==> src/rtl/dmem_bridge_if.sv <==
// Interfaces for dmem_bridge: CPU data port (CPU is master) and external
// request/acknowledge bus (bridge is master).
interface dmem_cpu_if;
    logic [31:0] i_addr;
    logic [3:0]  i_we;
    logic        i_rd;
    logic [31:0] i_data;
    logic        i_hold;
    logic        o_valid;
    logic [31:0] o_data;
    logic        o_err;

    modport master (
        output i_addr, i_we, i_rd, i_data, i_hold,
        input  o_valid, o_data, o_err
    );
    modport slave (
        input  i_addr, i_we, i_rd, i_data, i_hold,
        output o_valid, o_data, o_err
    );
endinterface

interface dmem_bus_if;
    logic        o_bus_req;
    logic [3:0]  o_bus_we;
    logic [31:0] o_bus_addr;
    logic [31:0] o_bus_wdata;
    logic        i_bus_ack;
    logic [31:0] i_bus_rdata;

    modport master (
        output o_bus_req, o_bus_we, o_bus_addr, o_bus_wdata,
        input  i_bus_ack, i_bus_rdata
    );
    modport slave (
        input  o_bus_req, o_bus_we, o_bus_addr, o_bus_wdata,
        output i_bus_ack, i_bus_rdata
    );
endinterface

==> src/rtl/dmem_bridge.sv <==
// CPU data-port responder: one req/ack bus transaction per access, with bus timeout.
// Define DBRIDGE_WBUF_EN for a single-entry posted write buffer.
module dmem_bridge #(
    parameter int unsigned TIMEOUT = 255,
    parameter int unsigned CNT_W   = 8
) (
    input  logic       i_clk,
    input  logic       i_rst,
    dmem_cpu_if.slave  cpu,
    dmem_bus_if.master bus
);
    typedef enum logic [1:0] {
        IDLE = 2'd0,
        BUS  = 2'd1,
        DONE = 2'd2
    } state_e;

    state_e             state_q, state_d;
    logic               bus_req_q, bus_req_d;
    logic [3:0]         bus_we_q, bus_we_d;
    logic [31:0]        bus_addr_q, bus_addr_d;
    logic [31:0]        bus_wdata_q, bus_wdata_d;
    logic [31:0]        data_q, data_d;
    logic               err_q, err_d;
    logic [CNT_W-1:0]   cnt_q, cnt_d;
    logic               is_wr, req, accept, tmo_hit, valid;

`ifdef DBRIDGE_WBUF_EN
    logic               posted_q, posted_d;
`endif

    assign is_wr = |cpu.i_we;
    assign req   = cpu.i_rd | is_wr;

`ifdef DBRIDGE_WBUF_EN
    // a write is only posted in a cycle where the CPU actually advances
    assign accept = !(is_wr && cpu.i_hold);
`else
    assign accept = 1'b1;
`endif

    // this BUS cycle is the TIMEOUT-th one
    assign tmo_hit = (TIMEOUT != 0) &&
                     (({1'b0, cnt_q} + (CNT_W+1)'(1)) == (CNT_W+1)'(TIMEOUT));

    always_comb begin
        state_d     = state_q;
        bus_req_d   = bus_req_q;
        bus_we_d    = bus_we_q;
        bus_addr_d  = bus_addr_q;
        bus_wdata_d = bus_wdata_q;
        data_d      = data_q;
        err_d       = err_q;
        cnt_d       = cnt_q;
        valid       = 1'b0;
`ifdef DBRIDGE_WBUF_EN
        posted_d    = posted_q;
`endif
        case (state_q)
            IDLE: begin
                valid = !req;
                if (req && accept) begin
                    state_d     = BUS;
                    bus_req_d   = 1'b1;
                    bus_addr_d  = cpu.i_addr & ~32'h3;
                    bus_we_d    = cpu.i_we;
                    bus_wdata_d = cpu.i_data;
                    cnt_d       = '0;
`ifdef DBRIDGE_WBUF_EN
                    posted_d    = is_wr;
                    valid       = is_wr;
`endif
                end
            end
            BUS: begin
                cnt_d = cnt_q + CNT_W'(1);
`ifdef DBRIDGE_WBUF_EN
                if (posted_q) valid = !req;
`endif
                if (bus.i_bus_ack) begin
                    data_d    = bus.i_bus_rdata;
                    bus_req_d = 1'b0;
                    state_d   = DONE;
                end else if (tmo_hit) begin
                    data_d    = '0;
                    err_d     = 1'b1;
                    bus_req_d = 1'b0;
                    state_d   = DONE;
                end
`ifdef DBRIDGE_WBUF_EN
                // a drained posted write has no CPU waiting on it, skip DONE
                if (posted_q && (bus.i_bus_ack || tmo_hit)) begin
                    state_d  = IDLE;
                    cnt_d    = '0;
                    posted_d = 1'b0;
                end
`endif
            end
            DONE: begin
                valid = 1'b1;
                if (!cpu.i_hold) begin
                    state_d = IDLE;
                    cnt_d   = '0;
                end
            end
            default: state_d = IDLE;
        endcase
    end

    always_ff @(posedge i_clk) begin
        if (i_rst) begin
            state_q     <= IDLE;
            bus_req_q   <= 1'b0;
            bus_we_q    <= '0;
            bus_addr_q  <= '0;
            bus_wdata_q <= '0;
            data_q      <= '0;
            err_q       <= 1'b0;
            cnt_q       <= '0;
`ifdef DBRIDGE_WBUF_EN
            posted_q    <= 1'b0;
`endif
        end else begin
            state_q     <= state_d;
            bus_req_q   <= bus_req_d;
            bus_we_q    <= bus_we_d;
            bus_addr_q  <= bus_addr_d;
            bus_wdata_q <= bus_wdata_d;
            data_q      <= data_d;
            err_q       <= err_d;
            cnt_q       <= cnt_d;
`ifdef DBRIDGE_WBUF_EN
            posted_q    <= posted_d;
`endif
        end
    end

    assign cpu.o_valid     = valid;
    assign cpu.o_data      = (state_q == DONE) ? data_q : '0;
    assign cpu.o_err       = err_q;
    assign bus.o_bus_req   = bus_req_q;
    assign bus.o_bus_we    = bus_we_q;
    assign bus.o_bus_addr  = bus_addr_q;
    assign bus.o_bus_wdata = bus_wdata_q;
endmodule

==> src/flat_wrapper.sv <==
// flat-port wrapper written by rule: the top's interface ports become plain ports
module dmem_bridge_flat 
#(
    parameter int unsigned TIMEOUT = 255,
    parameter int unsigned CNT_W   = 8
)
  (i_clk, i_rst, cpu_i_addr, cpu_i_we, cpu_i_rd, cpu_i_data, cpu_i_hold, cpu_o_valid, cpu_o_data, cpu_o_err, bus_o_bus_req, bus_o_bus_we, bus_o_bus_addr, bus_o_bus_wdata, bus_i_bus_ack, bus_i_bus_rdata);
  dmem_cpu_if cpu_i ();
  dmem_bus_if bus_i ();
  input  logic i_clk;
  input  logic i_rst;
  input wire logic [$bits(cpu_i.i_addr)-1:0] cpu_i_addr;
  input wire logic [$bits(cpu_i.i_we)-1:0] cpu_i_we;
  input wire logic [$bits(cpu_i.i_rd)-1:0] cpu_i_rd;
  input wire logic [$bits(cpu_i.i_data)-1:0] cpu_i_data;
  input wire logic [$bits(cpu_i.i_hold)-1:0] cpu_i_hold;
  output wire logic [$bits(cpu_i.o_valid)-1:0] cpu_o_valid;
  output wire logic [$bits(cpu_i.o_data)-1:0] cpu_o_data;
  output wire logic [$bits(cpu_i.o_err)-1:0] cpu_o_err;
  output wire logic [$bits(bus_i.o_bus_req)-1:0] bus_o_bus_req;
  output wire logic [$bits(bus_i.o_bus_we)-1:0] bus_o_bus_we;
  output wire logic [$bits(bus_i.o_bus_addr)-1:0] bus_o_bus_addr;
  output wire logic [$bits(bus_i.o_bus_wdata)-1:0] bus_o_bus_wdata;
  input wire logic [$bits(bus_i.i_bus_ack)-1:0] bus_i_bus_ack;
  input wire logic [$bits(bus_i.i_bus_rdata)-1:0] bus_i_bus_rdata;
  assign cpu_i.i_addr = cpu_i_addr;
  assign cpu_i.i_we = cpu_i_we;
  assign cpu_i.i_rd = cpu_i_rd;
  assign cpu_i.i_data = cpu_i_data;
  assign cpu_i.i_hold = cpu_i_hold;
  assign cpu_o_valid = cpu_i.o_valid;
  assign cpu_o_data = cpu_i.o_data;
  assign cpu_o_err = cpu_i.o_err;
  assign bus_o_bus_req = bus_i.o_bus_req;
  assign bus_o_bus_we = bus_i.o_bus_we;
  assign bus_o_bus_addr = bus_i.o_bus_addr;
  assign bus_o_bus_wdata = bus_i.o_bus_wdata;
  assign bus_i.i_bus_ack = bus_i_bus_ack;
  assign bus_i.i_bus_rdata = bus_i_bus_rdata;
  dmem_bridge #(.TIMEOUT(TIMEOUT), .CNT_W(CNT_W)) u_core (.i_clk(i_clk), .i_rst(i_rst), .cpu(cpu_i), .bus(bus_i));
endmodule
==> config.mk <==
export PLATFORM = sky130hd
export DESIGN_NAME = dmem_bridge_flat
export DESIGN_NICKNAME = d
export VERILOG_FILES = /design/src/rtl/dmem_bridge_if.sv /design/src/rtl/dmem_bridge.sv /design/src/flat_wrapper.sv
export SDC_FILE = /design/constraint.sdc
export NUM_CORES = 1
export LEC_CHECK = 0
export ABC_AREA = 1
export BUFFER_PORTS_ARGS = -buffer_cell sky130_fd_sc_hd__clkbuf_2
export CAP_MARGIN = 25
export CORE_MARGIN = 2
export CORE_UTILIZATION = 42
export CTS_CLUSTER_DIAMETER = 40
export CTS_CLUSTER_SIZE = 8
export DETAILED_ROUTE_END_ITERATION = 6
export PLACE_DENSITY = 0.77
export SYNTH_ARGS = -nofsm -noshare
export SYNTH_HDL_FRONTEND = slang
export SYNTH_SLANG_ARGS = --single-unit
==> constraint.sdc <==
create_clock -name i_clk -period 1.66 [get_ports i_clk]
set_clock_uncertainty 0.1 [all_clocks]
set_input_delay 0 -clock i_clk [delete_from_list [all_inputs] [get_ports i_clk]]
set_output_delay 0 -clock i_clk [all_outputs]
set_load 0.02 [all_outputs]
==> metrics.md <==
| Metric | Value |
|---|---|
| Setup-failing EPs final | 34 |
| Final ANT Viol Nets | 0 |
| Leakage | 3.364 nW |
| First-pass GRT wire length | 22830 um |
| Fmax | 569.0 MHz |
| Fin. Hold Viols | 0 |
| Post-synth top area share | between 50% and 60% |
| Htree depth | 3 |
| CP Capture Type | flip-flop |
| Skew-Pair Late Insertion Delay | 0.36 ns |
| DRC Markers | 0 |
| Synth top area cells | dfxtp_1, nor2_1, nand3_1 |
| Vias | approximately 5100 |
| DR vias/cell | 4.853 |
| Routed Wire Length | around 15000 um |
| Status | complete, but fails checks |
| Yosys top cell by area | dfxtp_1 |
| Initial antenna violation count | 0 |
| Crit path required time | 1.83 ns |
| Seq/Total Area, Yosys | 50.69% |
| Crit path max fanout | 8 |
| DR iter-0 viols | between 200 and 300 |
| Vias in the first global route | 4821 |
| Clock Pin Slew Worst Setup and Hold Paths | between 0.1 and 0.15 ns |
| Pins Over Slew Limit | 0 |
| Share of synthesized registers carrying an async set or reset | 0% |
| Maximum capacitance violations | 0 |
| Layout Utilization | 69.41% |
| DP Area | about 0.0056 sq mm |
| Initial core utilization | 42.65% |
| Worst vdd ir | 0.6181 mV |
| TritonCTS clock tree | yes |
| Detailed Routing Iterations Pass 1 | 5 |
| # IOs | about 210 |
| DP HPWL | 8170 um |
| Failing checks | setup timing |
| Hold WC Path Type | input port to flip-flop |
| Post-synth top flop | dfxtp_1 |
| RSZ-0062 raised after global routing | true |
| Yosys Warn Count | 0 |
| Mean post-synth cell area | 7.252 sq um |
| Port-buffer cells | 203 |
| Post-synth EDFFs | 0 |
| DIE AREA | 0.01117 sq mm |
| Root Buffer | clkbuf_8 |
| Power Dens Cells | 881.5 mW/mm^2 |
| Largest net degree at the start of global routing | 79 |
| Clock buffer depth | 2 |
| Total clock sinks | 110 |
| Pre-CTS WS | -0.1533 ns |
| Critical path class | flip-flop to flip-flop |
| Post-Syn Area | 0.004344 sq mm |
| Mapped Cells | ~600 |
| Minimum clock period | 1.758 ns |
| ANT cells | 0 |
| DR WL/cell | 14.06 um |
| Total gr overflow | 0 |
| Final Net Count | 1014 |
| Die height | 105.7 um |
| Placed instance count | slightly above 900 |
| Power Total | 6.232 mW |
| Crit path DAT | ~1.9 ns |
| Share of cells above drive strength 1 | 32.02% |
| GRT Overall Usage | 25.15% |
| Fin crit share | 105.9% |
| Chip width | 105.7 um |
| Final non-filler cell total | around 1000 |
| Cell with the most instances after synthesis | nor2_1 |
| Clock buffer count from CTS | 9 |
| Row cnt | 37 |
| Setup crit start kind | flip-flop |
| Synth cell count leaders | nor2_1, dfxtp_1, nand3_1 |
| CORE AREA | just over 0.01 sq mm |
| Design Area, Final | around 0.007 sq mm |
| Worst setup margin | -0.09757 ns |
| P&R area growth vs syn | 62.73% |
| Synth unique cells | 26 |
| Gpl congestion | 0.8768 |
| Synthesis-stage register bit count | 110 |
-- routing by layer --
layer  share of wire [%]  vias to the layer above  track usage (%)
met5                   0                        -                0
met4                 4.1                        0            12.69
met3                 4.8                       55            4.082
met2                  51                      176            44.47
met1                  40                     2327            29.26
li1                    -                     2528                -
-- layout make-up --
| type | count | area, sq um |
|---|---|---|
| clock buffer | 10 | 127.6 |
| tap | 136 | 170.2 |
| sequential | 110 | 2207 |
| multi-input combinational | 409 | 2021 |
| inverter | 45 | 172.7 |
| fill | 824 | 3115 |
| clock inverter | 6 | 77.57 |
| timing repair buffer | 332 | 2293 |
-- cells in the final DEF (no fill, tap or decap), types with 5 or more instances in the layout --
master         count
nand2_8            5
nand3_1           58
dfxtp_1          106
clkbuf_8           9
dlygate4sd3_1    102
nand2_1           58
a21oi_1           13
buf_4             22
o21ai_1            8
inv_1             40
o21ai_0           59
clkbuf_2         202
nand3_2           17
nor2_1           166
-- kinds of logic after synthesis --
kind of cell | share of synthesized area, %
AO/OA/AOI/OAI | 9.764
adder cells (fa/ha/maj) | 0.5759
other | 0.08632
AND/OR/NAND/NOR | 30.62
flip-flops | 50.69
buffers and inverters | 8.266
-- critical path, stage by stage (launching register included) --
cell and delay, ns:
dfxtp_2 0.35, buf_6 0.11, nand3_4 0.09, o21bai_1 0.19
nand2_1 0.11, nor2_4 0.15, nand3_4 0.12, nand2_8 0.18
nand2_8 0.12, nand3_2 0.09, nand2_1 0.04
-- report_power, final --
part | switching (mW) | leakage [nW] | internal (mW)
Sequential | 0.130 | 0.910 | 2.88
Clock | 0.971 | 0.101 | 0.730
Combinational | 0.910 | 2.35 | 0.612
-- sequential cells by signal (all words and copies together), names as in the netlist --
name                    flops
u_core.bus.o_bus_addr      30
u_core.state_q              2
u_core.data_q              32
u_core.bus.o_bus_req        1
u_core.bus.o_bus_wdata     32
u_core.bus.o_bus_we         4
u_core.cnt_q                8
u_core.cpu.o_err            1
-- what timing repair did --
item,CTS,global route
hold buffers,102,0
setup endpoints to repair,43,65
pin swaps,1,13
gates cloned,2,2
gates resized for setup,8,34
buffers inserted,2,1
endpoints found under the hold margin,108,0
-- through the flow --
| stage | hold slack, ns | TNS (ns) |
|---|---|---|
| floorplan | -0.03093 | 0 |
| global placement | 0.1298 | -2.805 |
| detailed placement | 0.1311 | -4.502 |
| CTS | 0.06086 | -1.452 |
| global route | 0.07738 | -7.841 |
| finish | 0.07392 | -2.463 |
-- final timing paths --
kind	startpoint	to	slack [ns]	depth (start not counted)
setup / recovery	u_core.cnt_q[1]	u_core.data_q[29]	-0.1	10
hold / removal	cpu_i_rd	u_core.state_q[0]	0.07	5
setup reg to reg	u_core.cnt_q[1]	u_core.data_q[29]	-0.1	10
hold reg to reg	u_core.data_q[29]	u_core.data_q[29]	0.36	2
Power figures use the tool's default switching activity.
